==> config.mk <==
export PLATFORM = sky130hd
export DESIGN_NAME = sonar_scheduler
export DESIGN_NICKNAME = d
export VERILOG_FILES = /design/src/rtl/sonar_scheduler.sv
export SDC_FILE = /design/constraint.sdc
export NUM_CORES = 1
export LEC_CHECK = 0
export ABC_CLOCK_PERIOD_IN_PS = 3100
export BUFFER_PORTS_ARGS = -buffer_cell sky130_fd_sc_hd__buf_4
export CAP_MARGIN = 20
export CORE_MARGIN = 2
export CORE_UTILIZATION = 40
export CTS_BUF_LIST = sky130_fd_sc_hd__clkbuf_8 sky130_fd_sc_hd__clkbuf_16
export CTS_CLUSTER_DIAMETER = 150
export DETAILED_ROUTE_END_ITERATION = 8
export MAX_ROUTING_LAYER = met4
export PLACE_DENSITY_LB_ADDON = 0.12
export SETUP_SLACK_MARGIN = 0.02
export SLEW_MARGIN = 10
export SYNTH_ARGS = -nofsm -noshare
export SYNTH_HDL_FRONTEND = slang
export SYNTH_SLANG_ARGS = --single-unit
==> constraint.sdc <==
create_clock -name clk -period 3.1 [get_ports clk]
set_input_delay 0.62 -clock clk [delete_from_list [all_inputs] [get_ports clk]]
set_output_delay 0.62 -clock clk [all_outputs]
set_load 0.01 [all_outputs]
==> src/rtl/sonar_scheduler.sv <==
`timescale 1ns/1ps
`default_nettype none
// ============================================================================
// Module      : sonar_scheduler
// Description : Round-robin sequencer for N_SENS ultrasonic ranging sensors.
//               Each slot fires one trigger pulse and waits for the echo rise.
//               It then measures the echo width, or gives up at the slot
//               timeout. The result is reported, and the slot is followed by
//               an idle gap so that residual echoes can decay.
// Ports       : clk          - system clock, rising edge
//               rst_n        - asynchronous active-low reset
//               enable       - run scheduling (sampled only at slot selection)
//               sensor_mask  - per-sensor participation in the rotation
//               echo         - raw asynchronous echo lines
//               trigger      - trigger pulses, at most one bit high
//               is_crash     - per-sensor "obstacle too close" flags
//               dist_cnt     - last echo width in cycles (all-ones on timeout)
//               dist_id      - sensor index belonging to dist_cnt
//               dist_valid   - one-cycle strobe for dist_cnt/dist_id/timeout_err
//               timeout_err  - the reported slot ended by timeout
//               busy         - scheduler is not idle
// Revision    : 1.0 - initial release
// ============================================================================
module sonar_scheduler #(
  parameter int N_SENS      = 4,
  parameter int TRIG_CYC    = 1000,
  parameter int TIMEOUT_CYC = 3000000,
  parameter int GAP_CYC     = 100000,
  parameter int THRESH      = 100000,
  parameter int CNT_W       = 22
) (
  input  logic                      clk,
  input  logic                      rst_n,
  input  logic                      enable,
  input  logic [N_SENS-1:0]         sensor_mask,
  input  logic [N_SENS-1:0]         echo,
  output logic [N_SENS-1:0]         trigger,
  output logic [N_SENS-1:0]         is_crash,
  output logic [CNT_W-1:0]          dist_cnt,
  output logic [$clog2(N_SENS)-1:0] dist_id,
  output logic                      dist_valid,
  output logic                      timeout_err,
  output logic                      busy
);

  localparam int IDW = $clog2(N_SENS);
  localparam logic [CNT_W-1:0] TRIG_LAST = CNT_W'(TRIG_CYC - 1);
  localparam logic [CNT_W-1:0] TMO_LAST  = CNT_W'(TIMEOUT_CYC - 1);
  localparam logic [CNT_W-1:0] GAP_LAST  = CNT_W'(GAP_CYC - 1);
  localparam logic [31:0]      THRESH_U  = 32'(THRESH);

  typedef enum logic [2:0] {
    S_IDLE      = 3'd0,
    S_TRIG      = 3'd1,
    S_WAIT_RISE = 3'd2,
    S_MEASURE   = 3'd3,
    S_GAP       = 3'd4
  } state_t;

  state_t             state_q;
  logic [N_SENS-1:0]  echo_s1_q, echo_s2_q, echo_p_q;
  logic [IDW-1:0]     cur_id_q, last_id_q, next_id_d;
  logic [CNT_W-1:0]   slot_cnt_q, echo_cnt_q, gap_cnt_q;
  logic [N_SENS-1:0]  trigger_q, is_crash_q;
  logic [CNT_W-1:0]   dist_cnt_q;
  logic [IDW-1:0]     dist_id_q;
  logic               dist_valid_q, timeout_err_q;

  logic echo_sel, echo_rise, gap_done, start_slot, timeout_hit, listening;

  function automatic logic [CNT_W-1:0] sat_inc(input logic [CNT_W-1:0] v);
    return (&v) ? v : v + 1'b1;
  endfunction

  // Two-flop synchronizer plus one delayed copy for rising-edge detection.
  always_ff @(posedge clk or negedge rst_n) begin
    if (!rst_n) begin
      echo_s1_q <= '0;
      echo_s2_q <= '0;
      echo_p_q  <= '0;
    end else begin
      echo_s1_q <= echo;
      echo_s2_q <= echo_s1_q;
      echo_p_q  <= echo_s2_q;
    end
  end

  // Next sensor: first masked-in index strictly after the last served one,
  // wrapping. Scanning from the farthest candidate down to the nearest lets
  // the nearest hit win.
  always_comb begin
    logic [31:0]       idx;
    logic [N_SENS-1:0] rot;
    next_id_d = last_id_q;
    idx       = '0;
    rot       = '0;
    for (int k = N_SENS; k >= 1; k--) begin
      idx = (32'(last_id_q) + 32'(k)) % 32'(N_SENS);
      rot = sensor_mask >> idx;
      if (rot[0]) next_id_d = IDW'(idx);
    end
  end

  assign echo_sel    = echo_s2_q[cur_id_q];
  // An edge needs the previous synchronized sample low, so a line that is
  // already high when listening starts never counts as a rise.
  assign echo_rise   = echo_s2_q[cur_id_q] & ~echo_p_q[cur_id_q];
  assign gap_done    = (gap_cnt_q == GAP_LAST);
  assign listening   = (state_q == S_WAIT_RISE) || (state_q == S_MEASURE);
  // The slot counter is 0 in the first trigger cycle; the timeout strobe then
  // lands exactly in slot cycle TIMEOUT_CYC.
  assign timeout_hit = listening && (slot_cnt_q >= TMO_LAST);
  assign start_slot  = enable && (|sensor_mask) &&
                       ((state_q == S_IDLE) || ((state_q == S_GAP) && gap_done));

  always_ff @(posedge clk or negedge rst_n) begin
    if (!rst_n) begin
      state_q       <= S_IDLE;
      cur_id_q      <= '0;
      last_id_q     <= IDW'(N_SENS - 1);
      slot_cnt_q    <= '0;
      echo_cnt_q    <= '0;
      gap_cnt_q     <= '0;
      trigger_q     <= '0;
      is_crash_q    <= '0;
      dist_cnt_q    <= '0;
      dist_id_q     <= '0;
      dist_valid_q  <= 1'b0;
      timeout_err_q <= 1'b0;
    end else begin
      dist_valid_q <= 1'b0;
      if (start_slot) begin
        state_q    <= S_TRIG;
        cur_id_q   <= next_id_d;
        last_id_q  <= next_id_d;
        trigger_q  <= N_SENS'(1) << next_id_d;
        slot_cnt_q <= '0;
        echo_cnt_q <= '0;
        gap_cnt_q  <= '0;
      end else if (timeout_hit) begin
        // Timeout wins over a completion landing in the same cycle.
        dist_cnt_q           <= '1;
        dist_id_q            <= cur_id_q;
        timeout_err_q        <= 1'b1;
        dist_valid_q         <= 1'b1;
        is_crash_q[cur_id_q] <= 1'b0;
        gap_cnt_q            <= '0;
        state_q              <= S_GAP;
      end else begin
        case (state_q)
          S_IDLE: begin
            state_q <= S_IDLE;
          end
          S_TRIG: begin
            slot_cnt_q <= sat_inc(slot_cnt_q);
            if (slot_cnt_q == TRIG_LAST) begin
              trigger_q <= '0;
              state_q   <= S_WAIT_RISE;
            end
          end
          S_WAIT_RISE: begin
            slot_cnt_q <= sat_inc(slot_cnt_q);
            if (echo_rise) begin
              echo_cnt_q <= CNT_W'(1);  // the edge cycle itself counts
              state_q    <= S_MEASURE;
            end
          end
          S_MEASURE: begin
            slot_cnt_q <= sat_inc(slot_cnt_q);
            if (echo_sel) begin
              echo_cnt_q <= sat_inc(echo_cnt_q);
            end else begin
              dist_cnt_q           <= echo_cnt_q;
              dist_id_q            <= cur_id_q;
              timeout_err_q        <= 1'b0;
              dist_valid_q         <= 1'b1;
              is_crash_q[cur_id_q] <= (32'(echo_cnt_q) < THRESH_U);
              gap_cnt_q            <= '0;
              state_q              <= S_GAP;
            end
          end
          S_GAP: begin
            gap_cnt_q <= sat_inc(gap_cnt_q);
            if (gap_done) state_q <= S_IDLE;
          end
          default: begin
            state_q <= S_IDLE;
          end
        endcase
      end
    end
  end

  assign trigger     = trigger_q;
  assign is_crash    = is_crash_q;
  assign dist_cnt    = dist_cnt_q;
  assign dist_id     = dist_id_q;
  assign dist_valid  = dist_valid_q;
  assign timeout_err = timeout_err_q;
  assign busy        = (state_q != S_IDLE);

endmodule
`default_nettype wire

==> flow_summary.toml <==
[pwr]
vdd_drop_max_mv = 0.462
power_frac_seq_pct = 41.3
power_frac_clock_pct = 40.3
swShare_pct = 30.2
p_sw_uw = 1470
internal-power_uw = 3400
combPwrFrac_pct = 18.4
total_power_uw = 4860
p_per_area_nw_per_um2 = 657
power_leakage_uw = 0.00334

[floorplanning]
start_util_pct = 40.9
rows = 45
die_x_um = 128
ios = 46
die-area_um2 = 16500
die_h_um = 128
fp.coreArea_um2 = 15100

[cts]
clock_path_buffers = 2
cts_tree = "built"
path_clk_slew_ns = 0.05
clock_latency_ns = 0.42
cts_max_level = 4
clock-sinks = 119
cts_root_buf = "clkbuf_16"
cts_made_buffers = 17

[place]
dp_hpwl_um = 10900
globalplace.congestion = 0.895
portBuffers = 45
postPlaceCellArea_um2 = 6810

[timing]
hold_viol = 0
slew_headroom_pct = 47.5
rsz0062_at_grt = "false"
setup_tns_ns = 0
period_share_pct = 93.1
worst_slew_pin_slew_ns = 0.788
fin_hold_ws_ns = 0.280
finalClockSkew_ns = 0.00842
slew_viol_final = 0
fmax_mhz = 347
period_minus_slack_ns = 2.89
setup_viol_count_final = 0

[global_route]
grt_pass1_wl_um = 27000
antenna_found_initial = 0
grt_start_max_net_pins = 60
gr-total-overflow = 0
grt_usage_pct = 21.3
grt_pass1_vias = 5353

[detailed_routing]
met2WireLength_um = 7850
wl_per_cell_um = 17.3
met1Wirelength_um = 7490
vias = 5529
top_layer_used = "met4"
routed_via_density = 5.92
drt-total-wl_um = 16200
drc = 0
drt_iter0_markers = 429
dr_wl_met3_um = 714
antenna_left = 0
drt_pre_antenna_iters = 4

[critical_path]
critPathArrivalTime_ns = 3.18
cp_max_fo = 10
crit_path_end_kind = "flop"
critical_path_required_ns = 3.39
crit_type = "flop to flop"
start_kind = "flop"

[flow_run]
cap_violations = 0

[cells_and_area]
diodes = 0
final_common_cell = "dfrtp_1"
drive_above_1_share_pct = 16.1
final_area_um2 = 7400
fin_nets = 747
area_growth_pct = 19.5
final_cell_mix = "dfrtp_1 (117), nand2_1 (97), nand3_1 (87)"

[synth]
netlist_instances = 685
synth_edf_count = 0
synth_fp_nets = 699
yosysWarnings = 0
synth.avg_cell_area_um2 = 9.04
synth_ff_type = "dfrtp_1"
synth_seq_cells = 119
ys_seq_area_share_pct = 48.1
yosysUniqueCellTypes = 60
synth.cell_area_um2 = 6190
async_flop_share_pct = 100

[outcome]
status = "complete, no violations"

[min_path]
min_path_type = "primary input to async pin"
## cell usage after synthesis (all sizes together), types with 3 or more instances
cell type | number | area share, %
nand2 | 97 | 5.9
a21oi | 16 | 1.3
and2 | 5 | 0.55
o21a | 5 | 0.61
buf | 4 | 0.30
o31ai | 5 | 0.61
a2bb2oi | 4 | 0.57
ha | 3 | 0.61
mux2 | 4 | 0.73
a211oi | 13 | 1.6
a22o | 8 | 1.1
dfrtp | 117 | 47
nand3 | 87 | 7.0
a31oi | 10 | 1.0
nor3b | 3 | 0.36
nor4 | 9 | 0.91
xnor2 | 14 | 2.0
and4 | 4 | 0.57
inv | 11 | 0.67
or2 | 4 | 0.40
o21ai | 46 | 3.7
nor4bb | 3 | 0.48
nand4 | 22 | 2.2
or4 | 4 | 0.55
mux2i | 12 | 1.9
o211ai | 3 | 0.36
a21o | 9 | 1.1
nor3 | 18 | 1.5
a2111oi | 4 | 0.57
a22oi | 4 | 0.57
clkbuf | 37 | 2.2
and3 | 15 | 1.5
nor2 | 39 | 2.4
or3 | 10 | 1.0
nand2b | 5 | 0.51
## power groups by stage
stage	clock [uW]	combinational [uW]	sequential, uW
3_3_place_gp	0	886	2020
4_1_cts	2000	905	2000
2_1_floorplan	0	591	1950
3_5_place_dp	0	899	2030
5_1_grt	2080	995	2040
6_report	1960	897	2010
## routing by layer
metal	up-vias	GRT usage, %
met5	-	-
met4	0	6.59
met3	12	5.11
met2	128	33.5
met1	2766	27.4
li1	2623	-
## flip-flops by register name, summed over array words and instances, names as in the netlist, 4 cells and up
register and count:
trigger 4, gap_cnt_q 22, slot_cnt_q 22, echo_s1_q 4
echo_cnt_q 22, is_crash 4, dist_cnt 22, echo_p_q 4
echo_s2_q 4
## critical path, cell delays in order (launching register included)
cell and delay [ns]:
dfrtp_1 0.44, or4b_1 0.51, or4b_1 0.55, or4_4 0.56
nand2_1 0.35, a2bb2oi_1 0.24, mux2i_1 0.10
## timing repair
action	4_1_cts	5_1_grt
buffers inserted	0	0
endpoints found under the setup margin	0	1
resized for setup	0	1
hold buffers	0	0
## layout make-up
class	instances	area (um2)
clock buffer	18	439
clock inverter	14	149
fill	1406	7740
tap	188	235
sequential	119	2980
multi-input combinational	514	3020
timing repair buffer	70	538
inverter	11	41.3
## kinds of logic (layout without fill, tap and decap cells)
| group | Yosys count | after routing | synth area share (%) |
|---|---|---|---|
| xor gates and xnor gates | 14 | 14 | 1.98 |
| DFF | 119 | 119 | 48.1 |
| and+or+nand+nor | 331 | 331 | 26.6 |
| adders and majority gates | 3 | 3 | 0.606 |
| muxes | 18 | 18 | 3.39 |
| buffers and inverters | 52 | 113 | 3.21 |
| AOI/OAI and AO/OA | 148 | 148 | 16.1 |
## stage by stage
stage / setup WS [ns] / cells / util [%]
2_1_floorplan: 0.454 / 685 / -
3_3_place_gp: 0.288 / 902 / 45.0
3_5_place_dp: 0.250 / 902 / 45.0
4_1_cts: 0.246 / 934 / 48.8
5_1_grt: 0.0820 / 934 / 48.9
6_report: 0.215 / 934 / 48.9
## worst paths after layout
path	from	endpoint	slack (ns)	cells after the start
max	gap_cnt_q[11]	gap_cnt_q[10]	0.21	6
min	rst_n	trigger[0]	0.28	1
max reg2reg	gap_cnt_q[11]	gap_cnt_q[10]	0.21	6
min reg2reg	echo_s1_q[1]	echo_s2_q[1]	0.35	0
max in group asynchronous	rst_n	last_id_q[0]	2.01	2
min in group clk	echo[2]	echo_s1_q[2]	0.31	1
(Power assumes the default switching activity.)
